$ cat src/rtl/if_fetch_pkg.sv
// Shared types and fetch-state encodings for the instruction-fetch stage.
package if_fetch_pkg;

    typedef logic [31:0] InstructionAddressBus;
    typedef logic [31:0] InstructionBus;
    typedef logic [7:0]  ByteBus;

    localparam logic [1:0] FETCH_IDLE = 2'd0;
    localparam logic [1:0] FETCH_BUSY = 2'd1;
    localparam logic [1:0] FETCH_HOLD = 2'd2;

endpackage

$ cat src/rtl/if_byte_assembler.sv
// Collects four little-endian bytes into one instruction word, lane 0 first.
module if_byte_assembler
    import if_fetch_pkg::*;
(
    input  logic          clock,
    input  logic          reset,
    input  logic          clear,
    input  logic          capture,
    input  ByteBus        din,
    output logic          last,
    output InstructionBus word,
    output InstructionBus word_next
);

    logic [2:0] recv_cnt;

    // word_next already contains the byte arriving this cycle, so the final byte
    // can be presented on the same edge it is captured.
    always_comb begin
        word_next = word;
        if (capture) begin
            word_next[{recv_cnt[1:0], 3'b000} +: 8] = din;
        end
    end

    assign last = capture && (recv_cnt == 3'd3);

    always_ff @(posedge clock) begin
        if (!reset) begin
            recv_cnt <= 3'd0;
            word     <= '0;
        end else if (clear) begin
            recv_cnt <= 3'd0;
            word     <= '0;
        end else if (capture) begin
            recv_cnt <= recv_cnt + 3'd1;
            word     <= word_next;
        end
    end

endmodule

$ cat src/rtl/if_fetch.sv
// Instruction-fetch stage: four byte reads per instruction over a shared byte port,
// result handed to IF/ID with a valid/stall handshake.
module if_fetch
    import if_fetch_pkg::*;
#(
    parameter int unsigned ADDR_WIDTH  = 32,
    parameter int unsigned INST_WIDTH  = 32,
    parameter int unsigned MEM_LATENCY = 1
) (
    input  logic                  clock,
    input  logic                  reset,
    input  logic [ADDR_WIDTH-1:0] pc_in,
    input  logic                  ce_in,
    input  logic                  flush,
    input  logic                  id_stall,
    input  logic                  mem_grant,
    input  logic [7:0]            mem_din,
    output logic                  mem_req,
    output logic [ADDR_WIDTH-1:0] mem_addr,
    output logic                  stall_req,
    output logic                  if_valid,
    output logic [ADDR_WIDTH-1:0] if_pc,
    output logic [INST_WIDTH-1:0] if_inst
);

    generate
        if (INST_WIDTH != 32 || MEM_LATENCY != 1) begin : g_param_check
            $error("if_fetch supports only INST_WIDTH=32 and MEM_LATENCY=1");
        end
    endgenerate

    logic [1:0]            state_q, state_d;
    logic [ADDR_WIDTH-1:0] fetch_pc_q, fetch_pc_d;
    logic [2:0]            issue_cnt_q, issue_cnt_d;
    logic                  pending_q, pending_d;
    logic                  if_valid_q, if_valid_d;
    logic [ADDR_WIDTH-1:0] if_pc_q, if_pc_d;
    logic [INST_WIDTH-1:0] if_inst_q, if_inst_d;

    logic          issuing, start, capture, asm_clear, last;
    InstructionBus word, word_next;

    assign issuing   = (state_q == FETCH_BUSY) && !issue_cnt_q[2];
    assign start     = (state_q == FETCH_IDLE) && ce_in && !flush;
    // A pending byte is only taken while still fetching; flush or reset drop it.
    assign capture   = (state_q == FETCH_BUSY) && pending_q && !flush;
    assign asm_clear = flush || start;

    assign mem_req   = issuing;
    assign mem_addr  = issuing ? fetch_pc_q + ADDR_WIDTH'(issue_cnt_q) : '0;
    assign stall_req = (state_q != FETCH_IDLE);
    assign if_valid  = if_valid_q;
    assign if_pc     = if_pc_q;
    assign if_inst   = if_inst_q;

    if_byte_assembler u_asm (
        .clock     (clock),
        .reset     (reset),
        .clear     (asm_clear),
        .capture   (capture),
        .din       (mem_din),
        .last      (last),
        .word      (word),
        .word_next (word_next)
    );

    always_comb begin
        state_d     = state_q;
        fetch_pc_d  = fetch_pc_q;
        issue_cnt_d = issue_cnt_q;
        pending_d   = 1'b0;
        if_valid_d  = if_valid_q && id_stall;
        if_pc_d     = if_pc_q;
        if_inst_d   = if_inst_q;
        if (flush) begin
            state_d     = FETCH_IDLE;
            issue_cnt_d = 3'd0;
            if_valid_d  = 1'b0;
        end else begin
            case (state_q)
                FETCH_IDLE: begin
                    if (ce_in) begin
                        state_d     = FETCH_BUSY;
                        fetch_pc_d  = pc_in;
                        issue_cnt_d = 3'd0;
                    end
                end
                FETCH_BUSY: begin
                    if (issuing && mem_grant) begin
                        issue_cnt_d = issue_cnt_q + 3'd1;
                        pending_d   = 1'b1;
                    end
                    if (last) begin
                        if (id_stall) begin
                            state_d = FETCH_HOLD;
                        end else begin
                            state_d    = FETCH_IDLE;
                            if_valid_d = 1'b1;
                            if_pc_d    = fetch_pc_q;
                            if_inst_d  = word_next;
                        end
                    end
                end
                FETCH_HOLD: begin
                    if (!id_stall) begin
                        state_d    = FETCH_IDLE;
                        if_valid_d = 1'b1;
                        if_pc_d    = fetch_pc_q;
                        if_inst_d  = word;
                    end
                end
                default: state_d = FETCH_IDLE;
            endcase
        end
    end

    always_ff @(posedge clock) begin
        if (!reset) begin
            state_q     <= FETCH_IDLE;
            fetch_pc_q  <= '0;
            issue_cnt_q <= 3'd0;
            pending_q   <= 1'b0;
            if_valid_q  <= 1'b0;
            if_pc_q     <= '0;
            if_inst_q   <= '0;
        end else begin
            state_q     <= state_d;
            fetch_pc_q  <= fetch_pc_d;
            issue_cnt_q <= issue_cnt_d;
            pending_q   <= pending_d;
            if_valid_q  <= if_valid_d;
            if_pc_q     <= if_pc_d;
            if_inst_q   <= if_inst_d;
        end
    end

endmodule

$ cat config.mk
export PLATFORM = sky130hd
export DESIGN_NAME = if_fetch
export DESIGN_NICKNAME = d
export VERILOG_FILES = /design/src/rtl/if_fetch_pkg.sv /design/src/rtl/if_byte_assembler.sv /design/src/rtl/if_fetch.sv
export SDC_FILE = /design/constraint.sdc
export NUM_CORES = 1
export LEC_CHECK = 0
export ABC_AREA = 1
export CAP_MARGIN = 30
export CORE_MARGIN = 3
export CORE_UTILIZATION = 48
export CTS_BUF_LIST = sky130_fd_sc_hd__clkbuf_2
export CTS_CLUSTER_SIZE = 25
export DETAILED_ROUTE_END_ITERATION = 6
export MAX_ROUTING_LAYER = met4
export PLACE_DENSITY = 0.78
export RECOVER_POWER = 100
export SKIP_LAST_GASP = 1
export SLEW_MARGIN = 15
export SYNTH_ARGS = -nofsm -noshare
export SYNTH_HDL_FRONTEND = slang
export SYNTH_SLANG_ARGS = --single-unit
$ cat constraint.sdc
create_clock -name clock -period 1.9 [get_ports clock]
set_clock_uncertainty 0.15 [all_clocks]
set_input_delay 0.19 -clock clock [delete_from_list [all_inputs] [get_ports clock]]
set_output_delay 0.19 -clock clock [all_outputs]
set_load 0.005 [all_outputs]
; Word-level counts from Yosys, hierarchy flattened
; Index checks and enable logic that the tools add are counted.
[classes]
n_eq_ne = 8
addsub = 4
order_cmp = 0
multipliers = 0
n_mux = 22
shifts = 2
n_div = 0
reduce_logical = 23
bitwise = 3
[ops]
columns = op, n
row1 = $mux W32, 7
row2 = $pmux W32 S2, 2
row3 = $add A32 B3 Y32, 1
row4 = $bwmux W32, 1
row5 = $shift A8 B7 Y32 const A, 1
row6 = $shiftx A8 B7 Y32, 1
row7 = $reduce_and A3 Y1, 4
row8 = $logic_and A1 B1 Y1, 8
row9 = $mux W2, 4
row10 = $ne A2 B2 Y1 const B, 4
row11 = $neg A5 Y7, 1
row12 = $add A3 B1 Y3 const B, 2
row13 = $mux W3, 2
row14 = $pmux W2 S3, 1
row15 = $pmux W3 S2, 1
row16 = $reduce_bool A2 Y1, 3
row17 = $reduce_and A5 Y1, 1
row18 = $reduce_or A2 Y1, 2
row19 = $eq A3 B2 Y1 const B, 1
row20 = $mux W1, 3
row21 = $not A1 Y1, 3
row22 = $reduce_or A3 Y1, 1
row23 = $eq A2 B1 Y1 const B, 1
row24 = $eq A2 B2 Y1 const B, 1
row25 = other kinds (5), 6
[totals]
input_bits = 46
word_cells = 71
output_inout_bits = 99
ram_bits = 0
n_memories = 0
latchBits = 0
ff_bits = 138
romBits = 0

; Longest topological paths before layout
[depth]
word_depth = 7
depth_mapped = 14
ltp_nobuf = 11

; Modules after synthesis
; A second synthesis with hierarchy kept.
[hier_totals]
hier_cells = 1048
area_unflattened_um2 = 6881.6
[by_module_without_submodules]
columns = module, n_inst, cells_per_inst, seq_area_each_um2, area_per_inst_um2
row1 = if_fetch, 1, 804, 2062.0, 5217.5
row2 = if_byte_assembler, 1, 244, 700.7, 1664.1

; Worst setup path after synthesis
; Ideal clock, no wire load.
[synth_path]
path_kind = register to register
startpoint = register u_asm.recv_cnt[0]
endpoint = register if_inst_q[14], in the netlist if_inst[14]
arrival_time_ns = 1.734
path_buffers = 3
slack_ns = -0.040
setup_ns = 0.056
required_ns = 1.694
stages_incl_launch_ff = 15
cell_sequence = dfxtp_1 -> buf_2 -> inv_1 -> ha_1 -> buf_2 -> inv_1 -> buf_2 -> nand3_1 -> nor2_1 -> nand2_1 -> nand2_1 -> nand2_1 -> nand3_1 -> nand2_1 -> inv_1
[synth_between]
elab_chain_len = 7
[synth_lines]
columns = element, line
row1 = start: declaration, if_byte_assembler.sv:15  ; logic [2:0] recv_cnt;
row2 = start signal: assignment, if_byte_assembler.sv:36  ; recv_cnt <= recv_cnt + 3'd1;
row3 = $neg A5 Y7, if_byte_assembler.sv:22  ; word_next[{recv_cnt[1:0], 3'b000} +: 8] = din;
row4 = $shiftx A8 B7 Y32 or $shift A8 B7 Y32 (tied branches), if_byte_assembler.sv:22
row5 = $bwmux W32, if_byte_assembler.sv:22
row6 = $mux W32, if_byte_assembler.sv:21  ; if (capture) begin
row7 = $mux W32, if_fetch.sv:94  ; if (id_stall) begin
row8 = $mux W32, if_fetch.sv:93  ; if (last) begin
row9 = $pmux W32 S2, if_fetch.sv:80  ; case (state_q)
row10 = end signal: assignment, if_fetch.sv:133  ; if_inst_q <= if_inst_d;
row11 = end: declaration, if_fetch.sv:38  ; logic [INST_WIDTH-1:0] if_inst_q, if_inst_d;
; Several ways; a longest one is shown, not always the timed one. The select of a mux whose other input is x is not followed.
; A chain may end at the register's enable or synchronous reset.

; Worst setup path in the final report
[layout_path]
startpoint = register fetch_pc_q[1]
endpoint = output port mem_addr[14]
[layout_between]
elab_chain_len = 2
[layout_lines]
columns = element, line
row1 = start: declaration, if_fetch.sv:33  ; logic [ADDR_WIDTH-1:0] fetch_pc_q, fetch_pc_d;
row2 = start signal: assignment, if_fetch.sv:128  ; fetch_pc_q <= fetch_pc_d;
row3 = $add A32 B3 Y32, if_fetch.sv:50  ; assign mem_addr = issuing ? fetch_pc_q + ADDR_WIDTH'(issue_cnt_q) : '0;
row4 = $mux W32, if_fetch.sv:50
row5 = end: declaration, if_fetch.sv:19  ; output logic [ADDR_WIDTH-1:0] mem_addr,
; Every way passes these cells.

==> results.tsv <==
metric	value	unit
Port Buffers	144	
num rows	43	
Net Switching	1710	uW
CP Launch Type	register	
slew margin rel.	0.667	
Synth area leaders	dfxtp_1 39%, nand2_1 17%, nor2_1 8.3%	
final slew viol count	0	
clk slew on worst S/H paths	0.20	ns
Critical Path RT	1.56	ns
root buffer cell	clkbuf_2	
top-area cell type share of the netlist area	0.388	
Setup CP Type	reg -> out	
Comb power frac	0.175	
critical path's slowest cell	fa_2	
Final Hold Viols	0	
syn nets	1187	
Wirelength per Cell	16.5	um
largest net degree at the start of global routing	43	
insertion delay to the later sink of the worst-skew pair	0.73	ns
Tmin final	2.92	ns
height of the die	128	um
gr usage total	0.312	
final wirelength	26.9	mm
Antenna Cells	0	
initial antenna violation count	0	
final setup margin	-1.02	ns
DRT Pass-1 Iters	7	
post-synthesis sequential area ratio	0.388	
switching part of the total	0.281	
Synth warnings	0	
Vias/cell	5.41	
Worst Tran Pin Value	0.499	ns
Crit path max-delay family	buffers and inverters	
Post-Synthesis Cells	1127	
final worst path period share	1.54	
# H-tree levels	4	
IO Count	145	
critical path's most frequent cell	buf_6	
vias in the first global route	8073	
WP buf/inv	5	
clk sinks	138	
Critical Path End Type	output pin	
Crit Path Max Fanout	3	
RePlAce Congestion	0.971	
RSZ-0062 raised after global routing	true	
max cap viols	0	
synthesized area	7120	um^2
CTS buffer count	17	
layout cell share with drive strength beyond 1	0.220	
DRT antenna net count	0	
Leak	0.00499	uW
Starting DRT DRC Count	1050	
clock power share	0.322	
CP arrival	2.58	ns
Max stage delay on crit path	0.41	ns
CTS tree	yes	
vias	8841	
CP cell instances	buf_4, fa_2, nand2_2, nand2_2, nand4_1, buf_6, buf_6, buf_6, nor3_2, nor3_1, buf_2	
failing checks	design-rule violations, negative setup slack	
final setup violating endpoints	124	
Highest Clock Rate	343	MHz
cell taking the most area after synthesis	dfxtp_1	
hpwl dp	17.6	mm
area grow syn2layout	52.8	%
Max IR drop VDD	0.544	mV
internal power	4360	uW
Core Util, Final	0.766	
grt total ovfl	0	
Nets	1503	
P per Cell Area	558	nW/um^2
clock buffer depth	2	
#FFs+latches synth	138	
worst hold path type	in -> reg	
Die Area	16300	um^2
outcome	finished with violations	
DRC	2	
count of different cell masters after synthesis	25	
synthesized area per cell	6.32	um^2
Die X	128	um
initial core utilization	0.502	
Core Area	14200	um^2
Reg power frac	0.503	
DP Worst Slack	-0.648	ns
first-pass GRT wire length	40.2	mm
==> cell type report <==
class	instances	area, um^2
Sequential cell	138	2790
Fill cell	1104	3320
Timing Repair Buffer	351	3150
Inverter	130	510
Clock inverter	10	150
Multi-Input combinational cell	805	3960
Clock buffer	21	105
Tap cell	180	225
==> synth_stat cells, drive strengths merged <==
| cell | n |
|---|---|
| o21ai | 60 |
| or2 | 1 |
| nand3 | 72 |
| xor2 | 3 |
| buf | 25 |
| a21oi | 112 |
| fa | 1 |
| nand3b | 1 |
| nor2 | 161 |
| clkbuf | 30 |
| ha | 13 |
| nand4 | 41 |
| dfxtp | 138 |
| nor3 | 4 |
| nand2 | 333 |
| inv | 130 |
| xnor2 | 2 |
==> routing by layer <==
| layer | global-route usage | share of wire | vias to the layer above |
|---|---|---|---|
| met4 | 0.0762 | 0.030 | 0 |
| met5 | - | 0 | - |
| met3 | 0.0563 | 0.097 | 91 |
| met1 | 0.412 | 0.41 | 4043 |
| met2 | 0.500 | 0.46 | 491 |
| li1 | - | - | 4216 |
==> worst min-delay path, delay by kind of cell <==
| kind | cells | cell delay (ns) |
|---|---|---|
| buffers and inverters | 1 | 0.41 |
| AO/OA/AOI/OAI | 2 | 0.28 |
==> final timing paths <==
kind	from	end	slack (ns)	cells past startpoint
max reg2reg	state_q[1]$_SDFFE_PP0P_	if_pc[3]$_SDFFE_PN0P_	-0.15	11
max	fetch_pc_q[1]$_SDFFE_PN0P_	mem_addr[14]	-1.02	11
min reg2reg	if_pc[16]$_SDFFE_PN0P_	if_pc[16]$_SDFFE_PN0P_	0.32	2
min	pc_in[27]	fetch_pc_q[27]$_SDFFE_PN0P_	0.02	3
==> power groups by stage <==
stage          sequential [uW]  combinational [uW]  clock (uW)
2_1_floorplan             3110                 354           0
3_3_place_gp              3110                 869           0
3_5_place_dp              3110                 880           0
4_1_cts                   3060                 960        1930
5_1_grt                   3070                1130        2070
6_report                  3050                1060        1950
==> timing repair <==
action                                 in CTS  in global routing
buffers inserted                           30                 16
gates cloned                                1                  5
hold buffers                               27                  1
setup endpoints to repair                 131                131
resized for setup                         324                 67
endpoints found under the hold margin      27                  1
pin swaps                                  33                 32
==> through the flow <==
step | setup TNS [ns] | cells | total power (uW) | hold slack [ns] | instance area [um^2]
floorplan | 0 | 1127 | 3470 | 0.175 | 7130
global placement | -16.82 | 1528 | 3980 | 0.296 | 9680
detailed placement | -20.05 | 1528 | 3990 | 0.302 | 9680
CTS | -24.79 | 1615 | 5950 | 0.00633 | 10600
global route | -47.13 | 1635 | 6280 | 0.00533 | 10900
finish | -32.57 | 1635 | 6070 | 0.0189 | 10900
==> placed cells by master (no fill, tap or decap), types with 7 or more instances in the layout <==
cell type	n
a21oi_1	104
a21oi_2	7
buf_12	10
buf_2	19
buf_4	142
buf_6	22
clkbuf_2	22
clkdlybuf4s50_1	45
dfxtp_1	126
dfxtp_2	8
dlygate4sd2_1	71
dlygate4sd3_1	28
inv_1	120
nand2_1	319
nand2_2	8
nand2_4	7
nand3_1	64
nand4_1	41
nor2_1	143
nor2_2	9
nor2_4	9
o21ai_0	42
o21ai_1	13
==> registers in the layout, indices dropped and copies added, names as in the netlist <==
name,cells
u_asm.word,32
if_valid,1
u_asm.recv_cnt,3
if_inst,32
issue_cnt_q,3
pending_q,1
state_q,2
if_pc,32
fetch_pc_q,32
==> cell families (layout without fill, tap and decap cells) <==
family	after synthesis	count (layout)	share of synthesized area
adders and majority gates	14	14	0.0256
DFF	138	138	0.388
buffers and inverters	185	512	0.103
xor gates and xnor gates	5	5	0.00615
and+or+nand+nor	613	614	0.357
AOI/OAI and AO/OA	172	172	0.121
(Power assumes the default switching activity.)
